`src/rtl/router_pkg.sv`:
```
// Shared framing constants and FSM encoding for the router receive ports.
package router_pkg;

  localparam int DATA_W      = 8;
  localparam int HDR_LEN_MSB = 7;
  localparam int HDR_LEN_LSB = 2;
  localparam int HDR_ADDR_W  = 2;
  localparam int LEN_W       = HDR_LEN_MSB - HDR_LEN_LSB + 1;
  localparam int REM_W       = 7;

  typedef enum logic [1:0] {
    IDLE  = 2'd0,
    HDR   = 2'd1,
    BODY  = 2'd2,
    DRAIN = 2'd3
  } rx_state_e;

  // Bytes still to be read after the header: payload plus the parity byte.
  function automatic logic [REM_W-1:0] rem_init(input logic [DATA_W-1:0] hdr);
    return REM_W'(hdr[HDR_LEN_MSB:HDR_LEN_LSB]) + REM_W'(1);
  endfunction

endpackage

```
`src/rtl/router_rx_fifo.sv`:
```
// Small synchronous FIFO of {last, data} entries; the head entry falls through
// onto the outputs so the consumer sees it without a read cycle.
module router_rx_fifo
  import router_pkg::*;
#(
  parameter int DEPTH = 4
) (
  input  logic                         clock,
  input  logic                         resetn,
  input  logic                         push,
  input  logic [DATA_W:0]              push_entry,
  input  logic                         pop,
  input  logic                         flush,
  output logic [DATA_W:0]              head,
  output logic                         valid,
  output logic [$clog2(DEPTH+1)-1:0]   count
);

  localparam int CNT_W = $clog2(DEPTH + 1);
  localparam int PTR_W = (DEPTH > 1) ? $clog2(DEPTH) : 1;

  logic [DATA_W:0]  mem [DEPTH];
  logic [PTR_W-1:0] wr_ptr;
  logic [PTR_W-1:0] rd_ptr;
  logic             do_push;
  logic             do_pop;

  function automatic logic [PTR_W-1:0] ptr_inc(input logic [PTR_W-1:0] p);
    return (p == PTR_W'(DEPTH - 1)) ? '0 : p + PTR_W'(1);
  endfunction

  assign valid   = (count != '0);
  assign do_pop  = pop && valid;
  assign do_push = push && (count != CNT_W'(DEPTH));
  assign head    = valid ? mem[rd_ptr] : '0;

  always_ff @(posedge clock or negedge resetn) begin
    if (!resetn) begin
      wr_ptr <= '0;
      rd_ptr <= '0;
      count  <= '0;
    end else if (flush) begin
      wr_ptr <= '0;
      rd_ptr <= '0;
      count  <= '0;
    end else begin
      if (do_push) wr_ptr <= ptr_inc(wr_ptr);
      if (do_pop)  rd_ptr <= ptr_inc(rd_ptr);
      case ({do_push, do_pop})
        2'b10:   count <= count + CNT_W'(1);
        2'b01:   count <= count - CNT_W'(1);
        default: count <= count;
      endcase
    end
  end

  // Storage is not reset; the head is masked while the FIFO is empty.
  always_ff @(posedge clock) begin
    if (do_push && !flush) mem[wr_ptr] <= push_entry;
  end

endmodule

```
`src/rtl/router_rx_port.sv`:
```
// Drains framed packets from one router output port, strips header/parity,
// streams payload on valid/ready and reports per-packet status.
module router_rx_port
  import router_pkg::*;
#(
  parameter int OUT_DEPTH = 4,
  parameter int TIMEOUT   = 32
) (
  input  logic                  clock,
  input  logic                  resetn,
  input  logic                  vld_out,
  input  logic [DATA_W-1:0]     data_out,
  output logic                  read_enb,
  output logic [DATA_W-1:0]     m_data,
  output logic                  m_valid,
  output logic                  m_last,
  input  logic                  m_ready,
  output logic [HDR_ADDR_W-1:0] pkt_addr,
  output logic [LEN_W-1:0]      pkt_len,
  output logic                  pkt_done,
  output logic                  pkt_err,
  output logic                  pkt_abort
);

  localparam int CNT_W = $clog2(OUT_DEPTH + 1);
  localparam int WD_W  = $clog2(TIMEOUT + 1);

  rx_state_e        state_q;
  rx_state_e        state_d;
  logic             vld_p1;
  logic             armed_q;
  logic [REM_W-1:0] rem_q;
  logic [DATA_W-1:0] par_q;
  logic             par_err_q;
  logic [WD_W-1:0]  wd_q;
  logic [CNT_W-1:0] buf_count;
  logic [DATA_W:0]  fifo_head;
  logic             fifo_push;
  logic             fifo_flush;
  logic             fifo_pop;
  logic             in_pkt;
  logic             timeout;
  logic             room;
  logic             parity_byte;

  assign in_pkt      = (state_q == HDR) || (state_q == BODY);
  assign timeout     = in_pkt && (wd_q == WD_W'(TIMEOUT));
  assign room        = ((CNT_W+1)'(buf_count) + (CNT_W+1)'(vld_p1)) < (CNT_W+1)'(OUT_DEPTH);
  assign parity_byte = (rem_q == REM_W'(1));
  assign fifo_pop    = m_valid && m_ready;

  always_ff @(posedge clock or negedge resetn) begin
    if (!resetn) state_q <= IDLE;
    else         state_q <= state_d;
  end

  always_comb begin
    state_d = state_q;
    case (state_q)
      IDLE:  if (armed_q && vld_out) state_d = HDR;
      HDR:   if (timeout) state_d = IDLE;
             else if (vld_p1) state_d = BODY;
      BODY:  if (timeout) state_d = IDLE;
             else if (vld_p1 && parity_byte) state_d = DRAIN;
      DRAIN: if (buf_count == '0) state_d = IDLE;
      default: state_d = IDLE;
    endcase
  end

  always_comb begin
    read_enb   = 1'b0;
    fifo_push  = 1'b0;
    fifo_flush = 1'b0;
    pkt_done   = 1'b0;
    pkt_err    = 1'b0;
    pkt_abort  = 1'b0;
    case (state_q)
      IDLE: read_enb = armed_q && vld_out;
      HDR: begin
        if (timeout) begin
          fifo_flush = 1'b1;
          pkt_done   = 1'b1;
          pkt_err    = 1'b1;
          pkt_abort  = 1'b1;
        end
      end
      BODY: begin
        if (timeout) begin
          fifo_flush = 1'b1;
          pkt_done   = 1'b1;
          pkt_err    = 1'b1;
          pkt_abort  = 1'b1;
        end else begin
          // Never request past the parity byte, counting the one already in flight.
          read_enb  = vld_out && (rem_q > REM_W'(vld_p1)) && room;
          fifo_push = vld_p1 && !parity_byte;
        end
      end
      DRAIN: begin
        if (buf_count == '0) begin
          pkt_done = 1'b1;
          pkt_err  = par_err_q;
        end
      end
      default: ;
    endcase
  end

  // Capture stage: data_out is valid the cycle after read_enb (vld_p1).
  always_ff @(posedge clock or negedge resetn) begin
    if (!resetn) begin
      armed_q   <= 1'b0;
      vld_p1    <= 1'b0;
      rem_q     <= '0;
      par_q     <= '0;
      par_err_q <= 1'b0;
      wd_q      <= '0;
      pkt_addr  <= '0;
      pkt_len   <= '0;
    end else begin
      armed_q <= 1'b1;
      vld_p1  <= read_enb;
      if (state_q == HDR && vld_p1) begin
        pkt_addr  <= data_out[HDR_ADDR_W-1:0];
        pkt_len   <= data_out[HDR_LEN_MSB:HDR_LEN_LSB];
        par_q     <= data_out;
        rem_q     <= rem_init(data_out);
        par_err_q <= 1'b0;
      end else if (state_q == BODY && vld_p1) begin
        rem_q <= rem_q - REM_W'(1);
        if (parity_byte) par_err_q <= (data_out != par_q);
        else             par_q     <= par_q ^ data_out;
      end
      if (!in_pkt || vld_p1)                   wd_q <= '0;
      else if (!vld_out && !timeout)           wd_q <= wd_q + WD_W'(1);
    end
  end

  router_rx_fifo #(
    .DEPTH(OUT_DEPTH)
  ) u_fifo (
    .clock      (clock),
    .resetn     (resetn),
    .push       (fifo_push),
    .push_entry ({(rem_q == REM_W'(2)), data_out}),
    .pop        (fifo_pop),
    .flush      (fifo_flush),
    .head       (fifo_head),
    .valid      (m_valid),
    .count      (buf_count)
  );

  assign m_last = fifo_head[DATA_W];
  assign m_data = fifo_head[DATA_W-1:0];

endmodule

```
`config.mk`:
```
export PLATFORM = sky130hd
export DESIGN_NAME = router_rx_port
export DESIGN_NICKNAME = d
export VERILOG_FILES = /design/src/rtl/router_pkg.sv /design/src/rtl/router_rx_fifo.sv /design/src/rtl/router_rx_port.sv
export SDC_FILE = /design/constraint.sdc
export NUM_CORES = 1
export LEC_CHECK = 0
export ABC_AREA = 1
export BUFFER_PORTS_ARGS = -buffer_cell sky130_fd_sc_hd__buf_2
export CAP_MARGIN = 20
export CELL_PAD_IN_SITES_DETAIL_PLACEMENT = 1
export CELL_PAD_IN_SITES_GLOBAL_PLACEMENT = 2
export CORE_MARGIN = 10
export CORE_UTILIZATION = 25
export DETAILED_ROUTE_END_ITERATION = 8
export PLACE_DENSITY = 0.66
export RECOVER_POWER = 100
export SYNTH_ARGS = -nofsm -noshare
export SYNTH_HDL_FRONTEND = slang
export SYNTH_SLANG_ARGS = --single-unit
```
`constraint.sdc`:
```
create_clock -name clock -period 3.6 [get_ports clock]
set_input_delay 0.36 -clock clock [delete_from_list [all_inputs] [get_ports clock]]
set_output_delay 0.36 -clock clock [all_outputs]
set_load 0.02 [all_outputs]
```
After elaboration in Yosys (flattened, before gate mapping)
Memories as Yosys holds them, arrays and structs flattened. Index checks and enable logic that the tools add are counted.

Word-level logic and storage cells: 112. Output and inout port bits: 22. RAM bits: 36. Register bits after elaboration: 41. Memories kept: 1.

Memory list: u_fifo.mem (words 4, bits a word 9, rd ports 1, clocked after Yosys merged registers in 0, wr ports 1, line router_rx_fifo.sv:22) `logic [DATA_W:0] mem [DEPTH];`.

Reductions and logical operators: 33. Equality and inequality tests: 17. Muxes and demuxes: 38. Bitwise logic cells: 1. Add/sub/neg operators: 8. Order comparisons: 2.

Operators by type and width (number): 2-bit 2-to-1 mux (12); 8-bit 2-to-1 mux (3); 7-bit 2-to-1 mux (2); 1-bit logical AND (13); 1-bit 2-to-1 mux (12); 6-bit 2-to-1 mux (2); 2-bit == test (second input constant) (5); 2-bit nonzero test (5); 9-bit 2-to-1 mux (1); 8-bit inequality test (1); 2-bit case mux with 4 select lines (1); 8-bit bitwise XOR (1); 6-bit by 1-bit adder with 7-bit output (second input constant) (1); 7-bit by 1-bit == test with 1-bit output (second input constant) (1); 7-bit by 2-bit == test with 1-bit output (second input constant) (1); 7-bit by 1-bit > comparator with 1-bit output (1); 7-bit by 1-bit subtractor with 7-bit output (second input constant) (1); 6-bit by 1-bit adder with 6-bit output (second input constant) (1); 6-bit == test (second input constant) (1); 3-bit inequality test (second input constant) (2); 1-bit case mux with 2 select lines (3); 3-bit case mux with 2 select lines (1); 3-bit nonzero test (2); 1-bit logical NOT (5); other kinds (16) (21).

Depth between registers and ports, before layout
Word-level depth: 9. Gate-level depth with buffers: 17.

Cells and area by module
Synthesis repeated with hierarchy kept, for this count alone.

Cell total of the unflattened synthesis: 459. Area total of the unflattened synthesis: 4080.2 sq um.

By module, submodules not included: router_rx_port (area an instance 2177.1 sq um, cells an instance 289, times used 1, seq. area each 850.8 sq um); router_rx_fifo (area an instance 1903.1 sq um, cells an instance 170, times used 1, seq. area each 1256.2 sq um).

Worst setup path before layout
Ideal clock, no wire load.

Path kind: register to register. Start: reg state_q[0]. End: reg u_fifo.count[2]. Stages on the path, launching flop included: 18. Data arrival time: 2.095 ns. Clock period less this slack: 2.211 ns. Required time: 3.483 ns. Path slack: 1.389 ns. Cells stage by stage: dfrtp_1 > inv_1 > ha_1 > inv_1 > nor2_2 > nand3_4 > nand2_1 > inv_2 > nand2_8 > nand2_4 > inv_1 > fa_1 > xnor2_1 > inv_1 > nand2_1 > nand2_1 > nand2_1 > nand2_1.

Cells in the longest elaborated chain, start to end: 9.

Ends and longest elaborated chain: start: declaration (line router_rx_port.sv:28) `rx_state_e state_q;`; start signal: assignment (line router_rx_port.sv:54) `else state_q <= state_d;`; 2-bit by 1-bit == test with 1-bit output or 2-bit == test (tied branches) (line router_rx_port.sv:46, router_rx_port.sv:77); 1-bit logical OR (line router_rx_port.sv:46) `assign in_pkt = (state_q == HDR) || (state_q == BODY);`; 1-bit logical AND (line router_rx_port.sv:47) `assign timeout = in_pkt && (wd_q == WD_W'(TIMEOUT));`; 1-bit 2-to-1 mux (line router_rx_port.sv:88) `if (timeout) begin`; 1-bit 2-to-1 mux (line router_rx_port.sv:77) `case (state_q)`; 1-bit logical AND (line router_rx_fifo.sv:34) `assign do_push = push && (count != CNT_W'(DEPTH));`; 2-bit by 1-bit == test with 1-bit output or 2-bit == test (tied branches) (line router_rx_fifo.sv:49) `case ({do_push, do_pop})`; 3-bit case mux with 2 select lines (line router_rx_fifo.sv:49); 3-bit 2-to-1 mux (line router_rx_fifo.sv:42) `end else if (flush) begin`; end signal: assignment (line router_rx_fifo.sv:50) `2'b10: count <= count + CNT_W'(1);`; end signal: assignment (line router_rx_fifo.sv:51) `2'b01: count <= count - CNT_W'(1);`; end signal: assignment (line router_rx_fifo.sv:52) `default: count <= count;`; end: declaration (line router_rx_fifo.sv:16) `output logic [$clog2(DEPTH+1)-1:0] count`.

Parallel ways exist; a longest one is shown, timed or not. A chain may end at the register's enable or synchronous reset.

Final worst setup path
Same ends and word-level chain as after synthesis.

==> implementation parameters <==
Parameter                              Value

Outcome
  Run status ... completed

Route
  DR pass1 iterations ... 4
  Routed via count divided by cell count ... around 4.3
  Initial drt markers ... between 100 and 150
  Routed vias ... between 2000 and 3000
  Detail-routed net length per standard cell ... 14.5 µm
  Total DRC errors in the routed layout ... 0
  Post-detailed-routing wire length ... 9.68 mm
  Antenna-violating nets left ... 0

Synthesis
  Yosys top cell by area ... edfxtp_1
  Mean cell area of the mapped netlist ... 9.46 µm²
  Biggest area contributors in the synthesized netlist ... edfxtp_1 28%, dfrtp_1 26%, nand2_1 7.3%, nor2_1 5.4%, ha_1 5.1%
  Total nets after synthesis ... 441
  Post-synthesis instance area ... between 3000 and 4000 µm²
  Number of unique standard cell types used by synthesis ... 44
  Register bit total from synthesis ... 77
  Number of cells produced by synthesis ... between 400 and 500
  Number of synthesis warnings ... 0
  Area fraction of the dominant cell type after synthesis ... 0.277
  Sequential share of the synthesized area ... 0.541

Global route
  Met2 Resource Use GR ... 0.169
  Number of global-route vias before repair ... ~3000
  Tot GR Track Use ... 0.0983
  Global-route wire length before repair ... roughly 16 mm
  Global routing met1 resource utilization ... 0.120
  Initial antenna violation count ... 0
  Highest-utilization routing layer at the global route stage ... met2
  Global-route met3 utilization ... 0.0218
  Pin count of the biggest net entering global routing ... 42
  GR Overflow Total ... 0

Finish
  Final cell area excluding filler cells ... approximately 4600 µm²
  Most common library cell in the layout ignoring fill and taps ... nand2_1
  Area grow syn2layout ... 17.2%
  Number of antenna cells inserted ... 0
  Nets@finish ... a little under 500
  Layout cells sized above 1 ... 0.0830
  Most frequent cells in the layout ... 77 x nand2_1, 56 x nor2_1, 41 x dfrtp_1

CTS
  Number of buffers added by the clock tree synthesis step ... 9
  TritonCTS clock tree ... done
  CTS clock-pin slew for the worst setup and hold paths ... around 0.070 ns
  Clock tree buffer depth ... 2
  Total number of clock tree sinks ... slightly below 80
  H-tree levels ... 3
  Root buf cell ... clkbuf_16
  Total setup buffers inserted after CTS ... 0
  Clock Latency Late Sink ... approximately 0.34 ns

Worst setup path
  Category of the worst setup path capture point ... flop
  Data arrival time of the critical path ... between 2 and 3 ns
  Critical path origin ... state_q[0]$_DFFE_PN0P_
  CP max FO ... 10
  Slowest library cell on the worst path ... dfrtp_1
  Worst R2R Start ... state_q[0]$_DFFE_PN0P_
  Worst r2r path cells ... 17
  Buffers plus inverters on the worst setup path ... 5
  Path length in cells of the critical path ... 17
  Data required time at the worst endpoint ... about 3.8 ns
  Gate family responsible for the most delay along the worst path ... simple AND/OR/NAND/NOR gates
  R2r endpoint ... u_fifo.count[2]$_DFFE_PN0P_
  Highest cell delay on the worst timing path ... 0.40 ns
  Timing endpoint of the critical path ... u_fifo.count[2]$_DFFE_PN0P_
  Startpoint types ... flop
  Register-to-register setup slack ... a little under 0.9 ns
  Worst Path Class, Setup ... flop to flop
  Crit path cell chain ... inv_1, ha_1, inv_1, nor2_2, nand3_1, nand2_1, inv_1, nand2_8, nand2_4, inv_1, fa_1, xnor2_1, inv_1, nand2_1, nand2_1, nand2_1, nand2_1

Floorplan
  DIE HEIGHT ... between 100 and 150 µm
  Number of cell rows ... 45
  IO Pins ... 34
  Total die area ... 21000 µm²
  Std-Cell Core Area ... about 15000 µm²
  Effective utilization at floorplan ... 0.255
  Die Span X ... roughly 140 µm

Placed design
  Number of buffer cells added on primary ports ... 33
  Placer congestion estimate ... a little over 0.7
  Placed cell area ... roughly 4300 µm²
  Detailed placer's ending HPWL ... ~7 mm

STA
  Clock skew ... ~0.0094 ns
  Final count of pins violating max slew ... 0
  Highest clock rate ... roughly 370 MHz
  Transition time at the pin with the least slew margin ... between 0.7 and 0.8 ns
  Share of the cycle needed by the critical path after routing ... 0.752
  Hold Vio Cnt, Final ... 0
  Setup repair after global routing missed its margin ... no
  Fin crit period ... between 2 and 3 ns
  Slew HR ... 0.500
  Sum of negative setup slack ... 0 ns
  Final setup violation count ... 0

Hold path
  Depth of the worst hold-timing path ... 3
  Path type of the worst min-delay path ... input pin to flop

Power
  Pwr per Cell Area ... approximately 780 nW/µm²
  Largest voltage drop on the vdd net ... 0.214 mV
  Total leakage power ... between 1.5 and 2 nW

Job
  # Max-Cap Violations ... 0
==> routing by layer <==
layer | share of wire | vias to the layer above
met5 | 0 | -
met4 | 0.0088 | 0
met3 | 0.030 | 5
met2 | 0.49 | 33
met1 | 0.47 | 1422
li1 | - | 1447
==> layout make-up <==
type,instances,area [µm²]
fillers,1764,10700
multi-input cells,283,1570
clock inverters,7,63.8
clock buffers,9,225
repair buffers,39,180
well taps,211,264
flip-flops and latches,77,2110
inverters,43,161
==> sequential cells by signal, indices dropped and copies added, names as in the netlist <==
signal         cells
u_fifo.mem        36
par_q              8
rem_q              7
pkt_len            6
wd_q               6
u_fifo.count       3
pkt_addr           2
state_q            2
u_fifo.rd_ptr      2
u_fifo.wr_ptr      2
armed_q            1
par_err_q          1
vld_p1             1
==> cell usage after synthesis (all sizes together) <==
| library cell | count |
|---|---|
| xor2 | 7 |
| a21boi | 1 |
| o21a | 1 |
| edfxtp | 36 |
| nor3 | 5 |
| a31oi | 1 |
| a21oi | 18 |
| or2 | 1 |
| o31ai | 1 |
| a31o | 1 |
| a211oi | 1 |
| o211ai | 6 |
| ha | 16 |
| conb | 1 |
| clkinv | 1 |
| xnor2 | 7 |
| nand3 | 23 |
| nor2 | 62 |
| dfrtp | 41 |
| o21ai | 40 |
| inv | 42 |
| a22oi | 1 |
| nand4 | 3 |
| fa | 1 |
| nand2 | 82 |
| clkbuf | 4 |
| buf | 5 |
| a221oi | 1 |
| and3 | 1 |
| o22ai | 1 |
| o2111ai | 1 |
==> stage by stage <==
| step | hold slack (ns) | utilization | setup WS [ns] | cells | total power (W) |
|---|---|---|---|---|---|
| finish | 0.334 | 0.299 | 0.894 | 669 | 0.00358 |
| global route | 0.373 | 0.299 | 0.553 | 669 | 0.00391 |
| CTS | 0.225 | 0.302 | 1.11 | 667 | 0.00371 |
| detailed placement | 0.476 | 0.283 | 1.15 | 651 | 0.00280 |
| global placement | 0.461 | 0.283 | 1.26 | 651 | 0.00277 |
| floorplan | 0.0644 | - | 1.39 | 412 | 0.00233 |
==> logic make-up (layout without fill, tap and decap cells) <==
group,Yosys count,after routing,share of synthesized area
buffers and inverters,52,98,0.0526
xor gates and xnor gates,14,14,0.0315
other,1,1,0.000962
AOI/OAI and AO/OA,74,74,0.109
adders and majority gates,17,17,0.0565
DFF,77,77,0.541
and+or+nand+nor,177,177,0.209
==> report_power, final <==
| group | switching, W | internal [W] |
|---|---|---|
| Sequential | 0.000181 | 0.00112 |
| Clock | 0.000406 | 0.000484 |
| Combinational | 0.000936 | 0.000457 |
| Total | 0.00152 | 0.00206 |
==> worst register-to-register path: cells and delay by family (launching register included) <==
kind / cells / cell delay, ns
xor+xnor: 1 / 0.21
fa+ha+maj: 2 / 0.66
flops: 1 / 0.40
buf+inv: 5 / 0.48
simple gates: 9 / 0.83
==> worst min-delay path by stage <==
stage / start / to / slack (ns)
detailed placement: pkt_len[4]$_DFFE_PN0P_ / pkt_len[4]$_DFFE_PN0P_ / 0.48
floorplan: resetn / armed_q$_DFF_PN0_ / 0.06
finish: vld_out / vld_p1$_DFF_PN0_ / 0.33
CTS: resetn / pkt_addr[1]$_DFFE_PN0P_ / 0.22
global route: vld_out / vld_p1$_DFF_PN0_ / 0.37
global placement: pkt_len[4]$_DFFE_PN0P_ / pkt_len[4]$_DFFE_PN0P_ / 0.46
==> timing repair <==
| item | in CTS | in global routing |
|---|---|---|
| hold buffers | 0 | 1 |
| hold endpoints to repair | 0 | 5 |
| resized for setup | 0 | 0 |
Power figures use the tool's default switching activity.
